<file path="config.mk">
export PLATFORM = sky130hd
export DESIGN_NAME = encoder4_2_serializer_flat
export DESIGN_NICKNAME = d
export VERILOG_FILES = /design/src/rtl/encoder4_2_serializer_pkg.sv /design/src/rtl/encoder4_2_serializer_if.sv /design/src/rtl/encoder4_2_serializer_prio_enc4.sv /design/src/rtl/encoder4_2_serializer.sv /design/src/flat_wrapper.sv
export SDC_FILE = /design/constraint.sdc
export NUM_CORES = 1
export LEC_CHECK = 0
export CAP_MARGIN = 30
export CORE_MARGIN = 2
export CORE_UTILIZATION = 40
export DETAILED_ROUTE_END_ITERATION = 10
export GPL_ROUTABILITY_DRIVEN = 0
export GPL_TIMING_DRIVEN = 0
export MAX_ROUTING_LAYER = met4
export PLACE_DENSITY = 0.63
export SYNTH_ARGS = -nofsm -noshare
export SYNTH_HDL_FRONTEND = slang
export SYNTH_SLANG_ARGS = --single-unit
</file>
<file path="constraint.sdc">
create_clock -name clk -period 1.9 [get_ports clk]
set_input_delay 0.285 -clock clk [delete_from_list [all_inputs] [get_ports clk]]
set_output_delay 0.285 -clock clk [all_outputs]
set_load 0.01 [all_outputs]
</file>
<file path="src/rtl/encoder4_2_serializer_pkg.sv">
// Shared types and constants for the 4-to-2 serializing encoder and its
// companion 2-to-4 decoder.
package encoder_pkg;

    localparam int IDX_W = 2;
    localparam int REQ_W = 4;

    // Request bit Yi <-> index {A,B}, identical to the decoder mapping
    localparam logic [IDX_W-1:0] IDX_Y0 = 2'b00;
    localparam logic [IDX_W-1:0] IDX_Y1 = 2'b01;
    localparam logic [IDX_W-1:0] IDX_Y2 = 2'b10;
    localparam logic [IDX_W-1:0] IDX_Y3 = 2'b11;

    typedef enum logic {
        IDLE  = 1'b0,
        SERVE = 1'b1
    } state_e;

    // One-hot request bit selected by an index (what the decoder would drive)
    function automatic logic [REQ_W-1:0] idx_to_onehot(input logic [IDX_W-1:0] idx);
        logic [REQ_W-1:0] oh;
        oh = '0;
        case (idx)
            IDX_Y0:  oh = 4'b0001;
            IDX_Y1:  oh = 4'b0010;
            IDX_Y2:  oh = 4'b0100;
            IDX_Y3:  oh = 4'b1000;
            default: oh = '0;
        endcase
        return oh;
    endfunction

endpackage

</file>
<file path="src/rtl/encoder4_2_serializer_if.sv">
// Request/index bus of the serializing encoder. The request source is the
// master; the encoder is the slave.
interface encoder4_2_serializer_if;
    import encoder_pkg::*;

    logic             enable;
    logic             load;
    logic [REQ_W-1:0] D;
    logic             ready;
    logic             A;
    logic             B;
    logic             valid;
    logic             busy;
    logic             none;

    modport master (
        output enable, load, D, ready,
        input  A, B, valid, busy, none
    );

    modport slave (
        input  enable, load, D, ready,
        output A, B, valid, busy, none
    );

endinterface

</file>
<file path="src/rtl/encoder4_2_serializer_prio_enc4.sv">
// Combinational 4-input priority encoder; direction chosen by LSB_FIRST.
module prio_enc4
    import encoder_pkg::*;
#(
    parameter bit LSB_FIRST = 1'b1
) (
    input  logic [REQ_W-1:0] req_i,
    output logic [IDX_W-1:0] idx_o,
    output logic             any_o
);

    // Later matches overwrite earlier ones, so scan toward the winning end
    always_comb begin
        idx_o = '0;
        any_o = |req_i;
        if (LSB_FIRST) begin
            for (int unsigned i = 0; i < REQ_W; i++) begin
                if (req_i[REQ_W-1-i]) idx_o = IDX_W'(REQ_W-1-i);
            end
        end else begin
            for (int unsigned i = 0; i < REQ_W; i++) begin
                if (req_i[i]) idx_o = IDX_W'(i);
            end
        end
    end

endmodule

</file>
<file path="src/rtl/encoder4_2_serializer.sv">
// Sequential 4-to-2 encoder: captures a request vector and emits the index
// of each set bit, one per valid/ready handshake, in priority order.
module encoder4_2_serializer
    import encoder_pkg::*;
#(
    parameter bit LSB_FIRST = 1'b1
) (
    input  logic                     clk,
    input  logic                     rst,
    encoder4_2_serializer_if.slave   bus
);

    state_e           state_q, state_d;
    logic [REQ_W-1:0] pending_q, pending_d;
    logic [IDX_W-1:0] idx_q, idx_d;
    logic             valid_q, valid_d;
    logic             none_q, none_d;

    logic [REQ_W-1:0] enc_req;
    logic [IDX_W-1:0] enc_idx;
    logic             enc_any;

    // One encoder serves both paths: the raw request in IDLE, and the
    // pending set minus the index being delivered in SERVE.
    always_comb begin
        if (state_q == IDLE) enc_req = bus.D;
        else                 enc_req = pending_q & ~idx_to_onehot(idx_q);
    end

    prio_enc4 #(
        .LSB_FIRST (LSB_FIRST)
    ) u_prio (
        .req_i (enc_req),
        .idx_o (enc_idx),
        .any_o (enc_any)
    );

    // Next-state and next-output logic
    always_comb begin
        state_d   = state_q;
        pending_d = pending_q;
        idx_d     = idx_q;
        valid_d   = valid_q;
        none_d    = 1'b0;
        unique case (state_q)
            IDLE: begin
                if (bus.enable && bus.load) begin
                    if (bus.D != '0) begin
                        pending_d = bus.D;
                        idx_d     = enc_idx;
                        valid_d   = 1'b1;
                        state_d   = SERVE;
                    end else begin
                        none_d = 1'b1;
                    end
                end
            end
            SERVE: begin
                // Flush wins over a same-cycle handshake
                if (!bus.enable) begin
                    pending_d = '0;
                    idx_d     = '0;
                    valid_d   = 1'b0;
                    state_d   = IDLE;
                end else if (valid_q && bus.ready) begin
                    pending_d = enc_req;
                    if (enc_any) begin
                        idx_d = enc_idx;
                    end else begin
                        idx_d   = '0;
                        valid_d = 1'b0;
                        state_d = IDLE;
                    end
                end
            end
            default: state_d = IDLE;
        endcase
    end

    // State, pending and output registers with synchronous reset
    always_ff @(posedge clk) begin
        if (rst) begin
            state_q   <= IDLE;
            pending_q <= '0;
            idx_q     <= '0;
            valid_q   <= 1'b0;
            none_q    <= 1'b0;
        end else begin
            state_q   <= state_d;
            pending_q <= pending_d;
            idx_q     <= idx_d;
            valid_q   <= valid_d;
            none_q    <= none_d;
        end
    end

    assign bus.A     = idx_q[1];
    assign bus.B     = idx_q[0];
    assign bus.valid = valid_q;
    assign bus.busy  = (state_q == SERVE);
    assign bus.none  = none_q;

endmodule

</file>
<file path="src/flat_wrapper.sv">
// flat-port wrapper written by rule: the top's interface ports become plain ports
module encoder4_2_serializer_flat import encoder_pkg::*;
#(
    parameter bit LSB_FIRST = 1'b1
)
  (clk, rst, bus_enable, bus_load, bus_D, bus_ready, bus_A, bus_B, bus_valid, bus_busy, bus_none);
  encoder4_2_serializer_if bus_i ();
  input  logic clk;
  input  logic rst;
  input wire logic [$bits(bus_i.enable)-1:0] bus_enable;
  input wire logic [$bits(bus_i.load)-1:0] bus_load;
  input wire logic [$bits(bus_i.D)-1:0] bus_D;
  input wire logic [$bits(bus_i.ready)-1:0] bus_ready;
  output wire logic [$bits(bus_i.A)-1:0] bus_A;
  output wire logic [$bits(bus_i.B)-1:0] bus_B;
  output wire logic [$bits(bus_i.valid)-1:0] bus_valid;
  output wire logic [$bits(bus_i.busy)-1:0] bus_busy;
  output wire logic [$bits(bus_i.none)-1:0] bus_none;
  assign bus_i.enable = bus_enable;
  assign bus_i.load = bus_load;
  assign bus_i.D = bus_D;
  assign bus_i.ready = bus_ready;
  assign bus_A = bus_i.A;
  assign bus_B = bus_i.B;
  assign bus_valid = bus_i.valid;
  assign bus_busy = bus_i.busy;
  assign bus_none = bus_i.none;
  encoder4_2_serializer #(.LSB_FIRST(LSB_FIRST)) u_core (.clk(clk), .rst(rst), .bus(bus_i));
endmodule
</file>
==> run_results.csv, run 1 <==
group,metric,value,unit
global_routing,grt_max_degree,11,
global_routing,grt_use_total,19.9,%
logic_synthesis,synth_cells,62,
run_status,status,"completed",
critical_path,crit_arrival,1.74,ns
floorplanning,die_width,41.2,um
logic_synthesis,synth.yosys.seq_area_share,32.6,%
cells_and_area,layout.nets,89,
clocking,postCtsSetupBuffers,0,
floorplanning,ios,14,
place,hpwl,994,um
clocking,htreeDepth,1,
cells_and_area,stdcell_area,728,um2
run,cap_violations,0,
floorplanning,die_h,41.2,um
global_routing,grt_pass1_wl,2.10,mm
clocking,clk_pin_slew,0.06,ns
clocking,cts_tree,"done",
critical_path,cp_data_required_time,2.06,ns
timing,finalSetupViolCount,0,
critical_path,cp_slowest_cell,"clkdlybuf4s50_1",
logic_synthesis,ys_async_sr_fraction,0,%
logic_synthesis,synth_edf_count,0,
timing,worst_pin_slew,0.483,ns
clocking,cts-hold-fix-buffers,0,
logic_synthesis,synth_area_per_cell,8.92,um2
clocking,cts_buffers,3,
route,drc,0,
route,routedWlPerCell,14.4,um
clocking,cts.sinks,9,
critical_path,critPathLaunchType,"input pin",
clocking,clkLatencyLatePin,0.26,ns
timing,fin_crit_sh,83.5,%
place,dpl_cell_area,702,um2
critical_path,crit_path_end_kind,"flip-flop",
pwr,vdd_drop_max,0.000334,V
cells_and_area,syn_to_final_growth,31.7,%
cells_and_area,antenna_cells,0,
logic_synthesis,syn_area,553,um2
clocking,clk_path_buf_depth,2,
place,post-place-ws,0.0692,ns
route,ant_nets,0,
logic_synthesis,ys.warnings.count,0,
cells_and_area,num-fill-cells,129,
route,dr.pass1.iters,4,
critical_path,reg2reg_slack,0.46,ns
route,drt-initial-drc-count,14,
clocking,cts-resized-gates,0,
floorplanning,core_area,0.00130,mm2
logic_synthesis,synthesis.nets,71,
critical_path,worstSetupPathType,"in -> reg",
timing,hold_violations,0,
critical_path,critPathMaxFanout,8,
timing,fin_crit,1.59,ns
floorplanning,start_util,42.5,%
cells_and_area,drive_gt1_share,12.7,%
timing,timing.final.max_slew_violations,0,
pwr,p_leak,0.000254,uW
critical_path,cpPeakStageDelay,0.62,ns
global_routing,overflow,0,
logic_synthesis,synth_flop_cell,"dfxtp_1",
clocking,cts-root-buf,"clkbuf_4",
floorplanning,die_area,0.00170,mm2
timing,fmax,631,MHz
timing,maxSlewHeadroom,67.6,%
worst_hold_path,worstHoldPathType,"reg -> reg",
route,drt-total-wl,1.35,mm
critical_path,cp_cell_sequence,"clkdlybuf4s50_1 -> nor3b_2 -> nor3_2 -> a22o_1",
global_routing,antenna_found_initial,0,
route,detail_route.vias_per_cell,5.93,
timing,rsz0062_at_grt,"no",
timing,final.setup.tns,0,ns
route,vias,557,
logic_synthesis,synth_cell_type_count,34,
floorplanning,rows,13,
timing,skew,0.000352,ns
timing,worst_slack,0.314,ns
pwr,p_per_area,633,mW/mm2
global_routing,grt_pass1_vias,486,
logic_synthesis,synth_seq_cells,9,
place,port-buffer-count,13,
## where the power goes
part | internal [uW] | total [uW] | switching [uW]
clock network | 81.2 | 152 | 71.2
registers | 200 | 209 | 9.78
logic | 50.6 | 99.4 | 48.7
## layout by cell type (no fill, tap or decap), drive strengths merged
cell            n
or3             1
nand2           4
a21boi          1
and4b           1
clkdlybuf4s50  13
a22o            1
a311oi          1
o41ai           1
o41a            1
nor3            5
nand2b          4
nand3           1
a41oi           2
nor2b           5
and4bb          1
nor3b           1
a31o            1
nor2            2
a21oi           1
or2b            1
clkbuf          4
o211ai          1
nor4            1
and2b           1
nand4           1
o21ai           4
a32o            1
a31oi           3
a211oi          2
buf             2
nand3b          1
o2111ai         1
dfxtp           9
## logic make-up (layout without fill, tap and decap cells)
kind of cell | after synthesis | in the layout | share of synthesized area [%]
buf+inv | 2 | 19 | 1.81
compound gates | 21 | 21 | 30.8
simple gates | 30 | 30 | 34.8
flops | 9 | 9 | 32.6
## path summary, 6_finish.rpt
check | startpoint | to | cells past startpoint
max | bus_enable | u_core.idx_q[0] | 4
min | u_core.pending_q[2] | u_core.pending_q[2] | 2
max reg2reg | u_core.bus.busy | u_core.bus.valid | 5
min reg2reg | u_core.pending_q[2] | u_core.pending_q[2] | 2
## final cells by class
cell class	instances	area (um2)	area share (%)
Buffer	2	10.0	1.37
Clock buffer	4	26.3	3.61
Multi-Input combinational cell	51	363	49.8
Sequential cell	9	180	24.7
Tap cell	15	18.8	2.58
Timing Repair Buffer	13	130	17.9
## stage by stage
| step | total power (uW) | hold WS (ns) | util [%] | instances |
|---|---|---|---|---|
| after detailed placement | 313 | 0.469 | 53.9 | 90 |
| after CTS | 464 | 0.477 | 56.0 | 94 |
| final | 461 | 0.475 | 56.0 | 94 |
| after global routing | 487 | 0.503 | 56.0 | 94 |
| after floorplan | 267 | 0.353 | - | 62 |
| after global placement | 312 | 0.460 | 53.9 | 90 |
## synth_stat cells (2+ instances only)
cell type	instances	share of area, %
a41oi_1	2	3.2
a211oi_1	2	2.7
nand2_1	3	2.0
nor3_1	4	3.6
nor2_1	2	1.4
a31oi_1	3	3.4
dfxtp_1	9	33
buf_2	2	1.8
nor2b_1	5	5.7
o21ai_0	3	2.7
nand2b_1	4	4.5
## worst max-delay path: cells and delay by family
kind	cells	cell delay [ns]
AOI/OAI and AO/OA	1	0.24
buffers and inverters	1	0.62
and+or+nand+nor	2	0.59
## per-layer routing
metal  global-route usage, %  up-vias  wire length, um
met5                       -        -                0
met4                    9.68        0               26
met3                    3.26        5               83
met2                    27.0       23              560
met1                    28.1      249              681
li1                        -      280                -
## flip-flops by register name, summed over array words and instances, names as in the netlist
name,cells
u_core.bus.valid,1
u_core.pending_q,4
u_core.idx_q,2
u_core.bus.busy,1
u_core.bus.none,1
Power figures use the tool's default switching activity.
==> inputs of run 2 (changes only) <==
==> constraint.sdc (replaced) <==
create_clock -name clk -period 1.55 [get_ports clk]
set_input_delay 0.2325 -clock clk [delete_from_list [all_inputs] [get_ports clk]]
set_output_delay 0.2325 -clock clk [all_outputs]
set_load 0.01 [all_outputs]
==> run 2 against run 1 <==
Effect of this change:
- largest cell class unchanged
- non-clock buffer count is the same
- worst setup slack worse by 0.25 ns
- critical path depth rose by 1
- design area grew 3.4%
- total power rose by 25%
- critical path type unchanged
- final cell count unchanged
- clock power rose by 24%
- sequential power increased by 23%
- combinational power is 30% higher
- worst hold slack worse by 0.0025 ns
- sequential share of layout area down 0.49 points
==> run_results.csv, run 2 (synthesis results as in run 1) <==
group,metric,value,unit
floorplanning,die_h,41.2,um
route,dr.pass1.iters,4,
critical_path,cp_cell_sequence,"clkdlybuf4s50_1 -> o41ai_4 -> or3_1 -> a21boi_1 -> a32o_1",
route,ant_nets,0,
route,routedWlPerCell,15.1,um
timing,worst_slack,0.0657,ns
global_routing,overflow,0,
pwr,vdd_drop_max,0.000408,V
clocking,cts-hold-fix-buffers,0,
cells_and_area,seq_area,183,um2
critical_path,crit_path_end_kind,"flip-flop",
clocking,cts.sinks,9,
floorplanning,die_width,41.2,um
critical_path,reg2reg_depth,5,
cells_and_area,layout.nets,89,
cells_and_area,stdcell_area,753,um2
place,hpwl,994,um
global_routing,grt_pass1_wl,2.10,mm
cells_and_area,reg_top3,"u_core.pending_q: 4 flops, u_core.idx_q: 2 flops",
critical_path,critPathMaxFanout,4,
timing,fin_crit_sh,95.8,%
critical_path,r2r-end,"u_core.bus.valid",
critical_path,critPathTopFamily,"compound AO/OA/AOI/OAI gates",
cells_and_area,multi_input_area,380,um2
clocking,cts_tree,"done",
timing,fmax,674,MHz
run_status,status,"completed",
cells_and_area,top_register,"u_core.pending_q",
worst_hold_path,min-delay-start,"u_core.pending_q[2]",
critical_path,reg2reg_slack,0.07,ns
route,vias,550,
run,cap_violations,0,
timing,finalSetupViolCount,0,
global_routing,grt_use_total,19.9,%
place,port-buffer-count,13,
worst_hold_path,worstHoldPathType,"reg -> reg",
pwr,p_leak,0.000270,uW
cells_and_area,antenna_cells,0,
timing,holdWs,0.472,ns
cells_and_area,final_cell_count_no_fill,94,
timing,timing.final.max_slew_violations,0,
critical_path,cpPeakStageDelay,0.50,ns
floorplanning,die_area,0.00170,mm2
floorplanning,ios,14,
cells_and_area,final_common_cell,"clkdlybuf4s50_1",
clocking,postCtsSetupBuffers,0,
floorplanning,rows,13,
timing,hold_violations,0,
clocking,htreeDepth,1,
global_routing,antenna_found_initial,0,
clocking,cts_buffers,3,
cells_and_area,drive_gt1_share,15.2,%
clocking,cts-resized-gates,0,
clocking,clkLatencyLatePin,0.26,ns
critical_path,critPathLaunchType,"input pin",
critical_path,cp_data_required_time,1.71,ns
place,post-place-ws,-0.228,ns
critical_path,cp_num_buf_inv,1,
critical_path,r2r-start,"u_core.bus.busy",
worst_hold_path,holdPathStages,2,
critical_path,cp_slowest_cell,"clkdlybuf4s50_1",
cells_and_area,syn_to_final_growth,36.2,%
route,drt-total-wl,1.42,mm
timing,maxSlewHeadroom,76.6,%
place,dp.cells,90,
floorplanning,core_area,0.00130,mm2
global_routing,grt_max_degree,11,
timing,skew,0.000495,ns
route,detail_route.vias_per_cell,5.85,
route,drt-initial-drc-count,22,
clocking,clk_path_buf_depth,2,
critical_path,crit_arrival,1.64,ns
worst_hold_path,min_to,"u_core.pending_q[2]",
pwr,p_per_area,762,mW/mm2
critical_path,worstSetupPathType,"in -> reg",
timing,worst_pin_slew,0.350,ns
timing,fin_crit,1.48,ns
cells_and_area,num-fill-cells,124,
cells_and_area,largest_register_ffs,4,
clocking,cts-root-buf,"clkbuf_4",
place,dpl_cell_area,702,um2
global_routing,grt_pass1_vias,486,
route,drc,0,
floorplanning,start_util,42.5,%
clocking,clk_pin_slew,0.07,ns
cells_and_area,final_cell_mix,"12 x clkdlybuf4s50_1, 7 x dfxtp_1, 5 x nor2b_1",
==> run 2: cell types whose count changed in the layout (fill, tap and decap cells not counted), sizes merged <==
cell	delta
dlymetal6s2s	+1
clkbuf	+1
buf	-1
clkdlybuf4s50	-1
==> run 2: final cells by class <==
type,count,share of cell area [%]
well taps,15,2.49
multi-input cells,51,50.5
plain buffers,2,1.66
clock buffers,4,3.49
repair buffers,13,17.6
flip-flops and latches,9,24.3
==> run 2: worst max path at each step <==
stage,from,end,slack [ns],cells past startpoint
detailed placement,bus_D[1],u_core.idx_q[0],-0.23,5
global route,u_core.bus.busy,u_core.bus.valid,-0.02,5
floorplan,u_core.bus.busy,u_core.idx_q[0],0.28,5
global placement,bus_D[1],u_core.idx_q[0],-0.24,5
finish,bus_D[1],u_core.idx_q[1],0.07,5
CTS,u_core.idx_q[0],bus_B,0.04,1
==> run 2: per-stage QoR <==
stage | total power (uW) | util, % | setup TNS [ns]
after detailed placement | 383 | 53.9 | -1.30
after global routing | 606 | 57.9 | -0.0190
after global placement | 382 | 53.9 | -1.35
after floorplan | 327 | - | 0
after CTS | 569 | 56.0 | 0
final | 574 | 57.9 | 0
==> run 2: power breakdown <==
| group | switching, uW | internal, uW |
|---|---|---|
| sequential | 11.9 | 245 |
| combinational | 64.3 | 65.2 |
| clock | 88.4 | 99.4 |
| total | 165 | 410 |
==> run 2: worst min-delay path, stage by stage (launching register included) <==
cell and delay (ns):
dfxtp_1 0.31, nand3_1 0.06, a21oi_1 0.06
==> run 2: layer usage <==
metal	vias up	GRT usage, %	part of all wire [%]
met5	-	-	0
met4	0	9.68	1.9
met3	4	3.26	6.6
met2	22	27.0	44
met1	243	28.1	48
li1	281	-	-
==> inputs of run 3 (changes only) <==
--- a/config.mk
+++ b/config.mk
@@ -8,11 +8,13 @@
 export CAP_MARGIN = 30
 export CORE_MARGIN = 2
 export CORE_UTILIZATION = 40
+export CTS_BUF_LIST = sky130_fd_sc_hd__clkbuf_8
 export DETAILED_ROUTE_END_ITERATION = 10
 export GPL_ROUTABILITY_DRIVEN = 0
 export GPL_TIMING_DRIVEN = 0
 export MAX_ROUTING_LAYER = met4
-export PLACE_DENSITY = 0.63
+export PLACE_DENSITY = 0.66
 export SYNTH_ARGS = -nofsm -noshare
 export SYNTH_HDL_FRONTEND = slang
+export SYNTH_HIERARCHICAL = 1
 export SYNTH_SLANG_ARGS = --single-unit
==> constraint.sdc (replaced) <==
create_clock -name clk -period 1.3 [get_ports clk]
set_input_delay 0.195 -clock clk [delete_from_list [all_inputs] [get_ports clk]]
set_output_delay 0.195 -clock clk [all_outputs]
set_load 0.01 [all_outputs]
==> run 3 against run 2 <==
Effect of this change:
- the run now ends with setup timing left
- clock power grew 72%
- routed wire length grew 26%
- clock-buffer cell count shrank 1
- combinational power grew 95%
- critical path type is now reg -> reg
==> run_results.csv, run 3 <==
group,metric,value,unit
route,detail_route.vias_per_cell,5.72,
floorplanning,die_area,0.00170,mm2
run,cap_violations,0,
route,route.met2.wl,839,um
clocking,cts-hold-fix-buffers,0,
route,routedWlPerCell,16.4,um
logic_synthesis,synth_top_cells_by_area,"dfxtp_1 33%, o21ai_0 6.3%, a311oi_2 5.4%",
critical_path,r2r-end,"u_core/idx_q[1]",
route,vias,623,
timing,fmax,718,MHz
logic_synthesis,synth_edf_count,0,
critical_path,cp_num_buf_inv,2,
logic_synthesis,ys_async_sr_fraction,0,%
worst_hold_path,min_to,"u_core/idx_q[1]",
cells_and_area,antenna_cells,0,
timing,rsz0062_at_grt,"yes",
critical_path,reg2reg_depth,7,
run_status,violations,"setup timing",
global_routing,grt_pass1_wl,2.53,mm
place,hpwl,925,um
floorplanning,core_area,0.00130,mm2
cells_and_area,largest_register_ffs,4,
timing,finalSetupViolCount,5,
timing,hold_violations,0,
clocking,cts.sinks,9,
clocking,clkLatencyLatePin,0.23,ns
logic_synthesis,synth_top_area_share,32.6,%
cells_and_area,num-fill-cells,96,
worst_hold_path,holdPathStages,2,
route,dr.pass1.iters,4,
critical_path,cp_data_required_time,1.46,ns
logic_synthesis,ys.warnings.count,6,
route,wl_met1,867,um
global_routing,overflow,0,
timing,skew,0.00134,ns
critical_path,cp_slowest_cell,"dfxtp_4",
critical_path,reg2reg_slack,-0.09,ns
route,drt-initial-drc-count,6,
floorplanning,die_h,41.2,um
clocking,cts_buffers,3,
floorplanning,ios,14,
logic_synthesis,synth_top_area_cell,"dfxtp_1",
timing,worst_slack,-0.0933,ns
global_routing,grt_use_total,24.1,%
timing,fin_crit_sh,107,%
critical_path,crit_path_end_kind,"flip-flop",
clocking,cts-root-buf,"clkbuf_8",
logic_synthesis,synth_flop_cell,"dfxtp_1",
pwr,finalPower,888,uW
logic_synthesis,synthesis.nets,78,
pwr,p_per_area,923,mW/mm2
critical_path,critPathMaxFanout,6,
logic_synthesis,synth_common_cells,"9 x dfxtp_1, 8 x nand2_1, 7 x nor2_1, 7 x o21ai_0, 4 x inv_1",
clocking,htreeDepth,1,
route,ant_nets,0,
cells_and_area,top_register,"u_core/pending_q",
critical_path,worstSetupPathType,"reg -> reg",
cells_and_area,reg_top3,"u_core/pending_q: 4 flops, u_core/idx_q: 2 flops",
critical_path,critPathLaunch,"u_core/idx_q[0]",
timing,timing.final.max_slew_violations,0,
global_routing,antenna_found_initial,0,
worst_hold_path,min-delay-start,"rst",
floorplanning,die_width,41.2,um
place,port-buffer-count,12,
clocking,clk_pin_slew,0.05,ns
critical_path,cp_cell_sequence,"inv_1 -> o21ai_2 -> o21ai_4 -> buf_4 -> nor3_2 -> nand3_2 -> a21oi_2",
cells_and_area,syn_to_final_growth,74.0,%
global_routing,grt_pass1_vias,562,
logic_synthesis,synth.yosys.seq_area_share,32.6,%
place,dp.cells,96,
route,drt-total-wl,1.79,mm
floorplanning,rows,13,
global_routing,grt_max_degree,10,
cells_and_area,final_common_cell,"buf_4",
timing,worst_pin_slew,0.292,ns
logic_synthesis,yosysMostFrequentCell,"dfxtp_1",
run_status,status,"finished, violations left",
floorplanning,start_util,42.5,%
clocking,clk_path_buf_depth,2,
worst_hold_path,worstHoldPathType,"in -> reg",
critical_path,critPathLaunchType,"flip-flop",
route,dr_wl_met3,57,um
logic_synthesis,synth_area_per_cell,8.01,um2
cells_and_area,layout.nets,104,
logic_synthesis,synth_cell_type_count,28,
critical_path,critPathTopFamily,"flip-flops",
timing,fin_crit,1.39,ns
cells_and_area,drive_gt1_share,58.5,%
cells_and_area,final_cell_count_no_fill,109,
pwr,vdd_drop_max,0.000548,V
cells_and_area,final_cell_mix,"8 x buf_4, 6 x dfxtp_1, 5 x dlygate4sd2_1",
critical_path,r2r-start,"u_core/idx_q[0]",
critical_path,cpPeakStageDelay,0.40,ns
clocking,cts_tree,"done",
critical_path,crit_arrival,1.55,ns
timing,maxSlewHeadroom,80.6,%
route,top_layer,"met4",
route,drc,0,
logic_synthesis,synth_seq_cells,9,
logic_synthesis,syn_area,553,um2
logic_synthesis,synth_cells,69,
pwr,p_leak,0.000395,uW
## run 3: kinds of logic after synthesis
kind of cell,share of synthesized area (%)
AND/OR/NAND/NOR,29.9
AO/OA/AOI/OAI,29.4
multiplexers,1.81
buffers and inverters,6.33
flip-flops,32.6
## run 3: worst max-delay path by stage
stage               cells past startpoint             endpoint
finish                                  7      u_core/idx_q[1]
global route                            7      u_core/idx_q[1]
CTS                                     6      u_core/idx_q[0]
detailed placement                      6  u_core/pending_q[0]
global placement                        6  u_core/pending_q[0]
floorplan                               5  u_core/pending_q[0]
## run 3: repair_timing
item,in CTS,in global routing
endpoints found under the setup margin,12,8
cloned,1,0
setup buffers,8,0
pin swaps,13,8
hold endpoints to repair,0,0
resized for setup,56,13
## run 3: final cells by class
type | count | area (um2) | share of cell area (%)
buffer | 3 | 41.3 | 4.29
timing repair buffer | 21 | 183 | 19.0
clock inverter | 1 | 3.75 | 0.390
multi-input combinational | 53 | 455 | 47.3
sequential | 9 | 191 | 19.9
tap | 15 | 18.8 | 1.95
clock buffer | 3 | 41.3 | 4.29
inverter | 4 | 27.5 | 2.86
## run 3: per-layer routing
layer	vias up	track usage, %
li1	297	-
met3	4	5.98
met1	310	30.8
met5	-	-
met4	0	10.5
met2	12	35.5
## run 3: where the power goes
| group | switching [uW] | internal, uW |
|---|---|---|
| Clock | 117 | 206 |
| Combinational | 127 | 125 |
| Sequential | 20.1 | 292 |
| Total | 265 | 623 |
## run 3: metrics by stage
step | area [um2] | TNS (ns) | utilization [%] | hold WS, ns | setup slack [ns]
after detailed placement | 711 | -4.23 | 54.6 | 0.478 | -0.610
after CTS | 915 | -0.0226 | 70.3 | 0.267 | -0.00964
after global placement | 711 | -4.24 | 54.6 | 0.475 | -0.601
after floorplan | 572 | -0.436 | - | 0.344 | -0.0873
final | 962 | -0.215 | 73.9 | 0.277 | -0.0933
after global routing | 962 | -0.670 | 73.9 | 0.295 | -0.196
